**src/rtl/lopd_unit.sv**
```systemverilog
// lopd_unit
// Registered leading-one position detector for the floating-point datapath.
// Each clock it scans a SIZE_DATA-bit word for its most-significant set bit.
// It also flags an all-zero word. A side-band address/tag is carried alongside
// so downstream normalization can pair every result with its operand. All
// outputs are registered together, one clock after the inputs.
//
// Ports:
//   i_clk           in   1          rising-edge clock
//   i_rst_n         in   1          asynchronous active-low reset
//   i_addr          in   SIZE_DATA  tag/address accompanying i_data
//   i_data          in   SIZE_DATA  word to scan
//   o_addr          out  SIZE_DATA  registered copy of i_addr
//   o_one_position  out  SIZE_LOP   bit index (0 = LSB) of the highest 1
//   o_zero_flag     out  1          1 when the registered word is all zeros
//
// SIZE_DATA must be a power of two, at least 4.
// SIZE_LOP must equal $clog2(SIZE_DATA).

module lopd_unit #(
   parameter int SIZE_DATA = 32,
   parameter int SIZE_LOP  = $clog2(SIZE_DATA)
) (
   input  logic                 i_clk,
   input  logic                 i_rst_n,
   input  logic [SIZE_DATA-1:0] i_addr,
   input  logic [SIZE_DATA-1:0] i_data,
   output logic [SIZE_DATA-1:0] o_addr,
   output logic [SIZE_LOP-1:0]  o_one_position,
   output logic                 o_zero_flag
);

   localparam int NUM_LEAF = SIZE_DATA / 4;
   localparam int LEVELS   = SIZE_LOP - 2;

   // Level 0 holds the 4-bit leaf detectors. Level LEVELS holds the single root.
   // Entries beyond a level's node count are unused and held at zero.
   logic [SIZE_LOP-1:0] node_idx [LEVELS+1][NUM_LEAF];
   logic                node_vld [LEVELS+1][NUM_LEAF];

   logic [SIZE_LOP-1:0] tree_idx;
   logic                tree_vld;

   // The tree is built bottom-up. A leaf yields {valid, 2-bit index} for its nibble.
   // Each merge prefers the upper half when it holds a 1, which sets the new
   // index MSB. Otherwise it takes the lower half, where the new MSB stays 0.
   // An invalid leaf reports index 0, so an all-zero word reaches the root
   // with index 0.
   always_comb begin
      for (int l = 0; l <= LEVELS; l++) begin
         for (int n = 0; n < NUM_LEAF; n++) begin
            node_idx[l][n] = '0;
            node_vld[l][n] = 1'b0;
         end
      end

      for (int n = 0; n < NUM_LEAF; n++) begin
         node_vld[0][n] = |i_data[4*n +: 4];
         if (i_data[4*n+3])
            node_idx[0][n] = SIZE_LOP'(3);
         else if (i_data[4*n+2])
            node_idx[0][n] = SIZE_LOP'(2);
         else if (i_data[4*n+1])
            node_idx[0][n] = SIZE_LOP'(1);
         else
            node_idx[0][n] = SIZE_LOP'(0);
      end

      for (int l = 1; l <= LEVELS; l++) begin
         for (int n = 0; n < (NUM_LEAF >> l); n++) begin
            node_vld[l][n] = node_vld[l-1][2*n+1] | node_vld[l-1][2*n];
            if (node_vld[l-1][2*n+1])
               node_idx[l][n] = node_idx[l-1][2*n+1] | (SIZE_LOP'(1) << (l+1));
            else
               node_idx[l][n] = node_idx[l-1][2*n];
         end
      end
   end

   assign tree_idx = node_idx[LEVELS][0];
   assign tree_vld = node_vld[LEVELS][0];

   // Single output register stage keeps the tag, position and flag aligned.
   // The reset values match a registered all-zero word.
   always_ff @(posedge i_clk or negedge i_rst_n) begin
      if (!i_rst_n) begin
         o_addr         <= '0;
         o_one_position <= '0;
         o_zero_flag    <= 1'b1;
      end else begin
         o_addr         <= i_addr;
         o_one_position <= tree_vld ? tree_idx : '0;
         o_zero_flag    <= ~tree_vld;
      end
   end

endmodule

```
**config.mk**
```make
export PLATFORM = sky130hd
export DESIGN_NAME = lopd_unit
export DESIGN_NICKNAME = d
export VERILOG_FILES = /design/src/rtl/lopd_unit.sv
export SDC_FILE = /design/constraint.sdc
export NUM_CORES = 1
export LEC_CHECK = 0
export CAP_MARGIN = 10
export CELL_PAD_IN_SITES_DETAIL_PLACEMENT = 0
export CELL_PAD_IN_SITES_GLOBAL_PLACEMENT = 1
export CORE_MARGIN = 3
export CORE_UTILIZATION = 35
export CTS_BUF_LIST = sky130_fd_sc_hd__clkbuf_4
export CTS_CLUSTER_SIZE = 20
export DETAILED_ROUTE_END_ITERATION = 12
export DONT_BUFFER_PORTS = 1
export PLACE_DENSITY = 0.63
export SLEW_MARGIN = 5
export SYNTH_ARGS = -nofsm -noshare
export SYNTH_HDL_FRONTEND = slang
export SYNTH_SLANG_ARGS = --single-unit
```
**constraint.sdc**
```tcl
create_clock -name i_clk -period 0.8 [get_ports i_clk]
set_input_delay 0.12 -clock i_clk [delete_from_list [all_inputs] [get_ports i_clk]]
set_output_delay 0.12 -clock i_clk [all_outputs]
set_load 0.01 [all_outputs]
```
==> results of run 1 <==
==> routing by layer <==
layer	GRT usage [%]	share of wire, %	vias up
met2	26.7	57	66
li1	-	-	426
met4	3.80	0.96	0
met1	13.2	33	433
met5	0	0	-
met3	4.22	9.0	4
==> registers in the layout, indices dropped and copies added (netlist names) <==
| name | flops |
|---|---|
| o_addr | 32 |
| o_one_position | 5 |
| o_zero_flag | 1 |
==> placed cells by master, fill, tap and decap left out, drive strengths merged, types with 3 or more instances in the layout <==
cell type    Yosys  final
dfrtp           37     37
o21bai           3      3
o31ai            4      4
o21ai            3      3
buf              0      7
nor4             5      5
a21oi            7      7
nor2            10     10
dlygate4sd3      0     36
clkbuf           0      5
inv              7      7
==> through the flow <==
step	cells	util (%)	setup WS (ns)
floorplan	92	-	-0.435
global placement	145	41.0	-0.429
detailed placement	145	41.0	-0.446
CTS	189	53.2	-0.225
global route	189	53.7	-0.242
finish	189	53.7	-0.208
==> power by group <==
group          leakage, uW  switching [uW]  total [uW]  internal, uW
Clock            0.0000286             555         882           327
Sequential        0.000431            87.5        2100          2010
Combinational     0.000302            74.8         243           168
==> repair_timing <==
item / in CTS / in global routing
setup endpoints to repair: 42 / 43
hold endpoints to repair: 73 / 39
pin swaps: 2 / 4
resized for setup: 2 / 5
==> cell type report <==
type | count | area [um2] | area share [%]
flip-flops and latches | 38 | 952 | 51.5
repair buffers | 43 | 420 | 22.7
multi-input cells | 47 | 338 | 18.3
well taps | 46 | 57.6 | 3.11
clock buffers | 5 | 37.5 | 2.03
inverters | 7 | 26.3 | 1.42
clock inverters | 3 | 16.3 | 0.880
==> worst paths after layout <==
| check | startpoint | to | slack (ns) | depth (start not counted) |
|---|---|---|---|---|
| max | o_zero_flag | o_zero_flag | -0.21 | 0 |
| min in group i_clk | i_data[2] | o_zero_flag | -0.02 | 3 |
| min | i_rst_n | o_addr[0] | -0.52 | 0 |
| max in group asynchronous | i_rst_n | o_zero_flag | 1.15 | 0 |
==> cells by family after synthesis <==
| logic type | count (synthesis) | synth area share (%) |
|---|---|---|
| buffers and inverters | 7 | 2.03 |
| AO/OA/AOI/OAI | 23 | 12.2 |
| flip-flops | 38 | 73.5 |
| AND/OR/NAND/NOR | 24 | 12.4 |
==> impl_metrics.toml, run 1 <==
[sta]
fin_tns_setup_ns = -2.59
slew_violations = 0
min_period_ns = 1.01
rsz0062_at_grt = "yes"
fin_crit_sh_pct = 126
finalSetupViolCount = 42
whs_ns = -0.523
max_freq_mhz = 992
hold_viol = 39
maxSlewHeadroom_pct = 67.5
worst_slew_pin_slew_ns = 0.482
setup_ws_ns = -0.208

[pwr]
power.density_nw_per_um2 = 1740
power_uw = 3220
power.leakage_uw = 0.000761
peakVddDrop_v = 0.000661

[synthesis]
synth_top_area_share_pct = 71.4
avgSynthCellArea_um2 = 14.1
synth-seq-cells = 38
ys_types = 24
yosysWarnings = 0
syn-num-nets = 158
seq_area_frac_synth_pct = 73.5
yosysMostFrequentCell = "dfrtp_1"
syn_area_um2 = 1300
yosys.area.top_type = "dfrtp_1"
synthTopCellsByCount = "dfrtp_1, nor2_1, a21oi_1, inv_1, o31ai_1"
synth_area_leaders = "dfrtp_1, a21oi_1, nor2_1, o31ai_1, dfstp_2"
netlist_instances = 92
synth_edf_count = 0
synth-main-ff-cell = "dfrtp_1"
async_flop_share_pct = 100

[routing]
routed_wl_um = 3140
antenna_left = 0
vias = 929
drt_iter0_drc = 27
vias_per_cell = 4.92
route.detailed.drc = 0
avgRoutedWirePerCell_um = 16.6
firstDrtPassIters = 4

[clock_tree]
cts_tree = "built"
clock-sinks = 38
numCtsBuffers = 5
htree_levels = 2
path_clk_slew_ns = 0.11
root_buffer = "clkbuf_4"
ctsHoldBuffers = 36
clk_path_buf_depth = 2
post_cts_buffers = 0

[floorplan]
die_h_um = 66.9
placementRows = 21
die_area_um2 = 4470
start_util_pct = 37.7
core_area_um2 = 3440
fp.dieW_um = 66.9
io_pins = 104

[global_routing]
grt_pass1_wl_um = 4520
grt_pass1_vias = 1041
grt-ovfl-total = 0
grt_max_degree = 39
grtUsageTotal_pct = 13.5
antenna_found_initial = 0

[critical_path]
arrival_ns = 0.89
critPathLaunchType = "flip-flop"
crit_type = "flip-flop to output port"
cp-end-kind = "output port"
cp_data_required_time_ns = 0.68
cp_max_fo = 1

[placed_design]
hpwlAfterDp_um = 2300
portBuffers = 0
gp_congestion = 0.700
placed_area_um2 = 1410

[job]
cap_violations = 0

[hold_path]
hold_class = "input pin to async pin"

[final_layout]
syn2layout_area_growth_pct = 42.6
nFillCells = 297
nets = 208
antenna_cells = 0
layout-drive-gt1-share_pct = 17.5
design_area_um2 = 1850

[outcome]
violations = "negative hold slack, negative setup slack"
outcome = "finished with violations"
Power figures use the tool's default switching activity.
==> run 2: changes to the inputs <==
TNS_END_PERCENT = 100   (was not set)
==> results of run 2 <==
The final DEF is identical to that of run 1; final timing and power are the same.
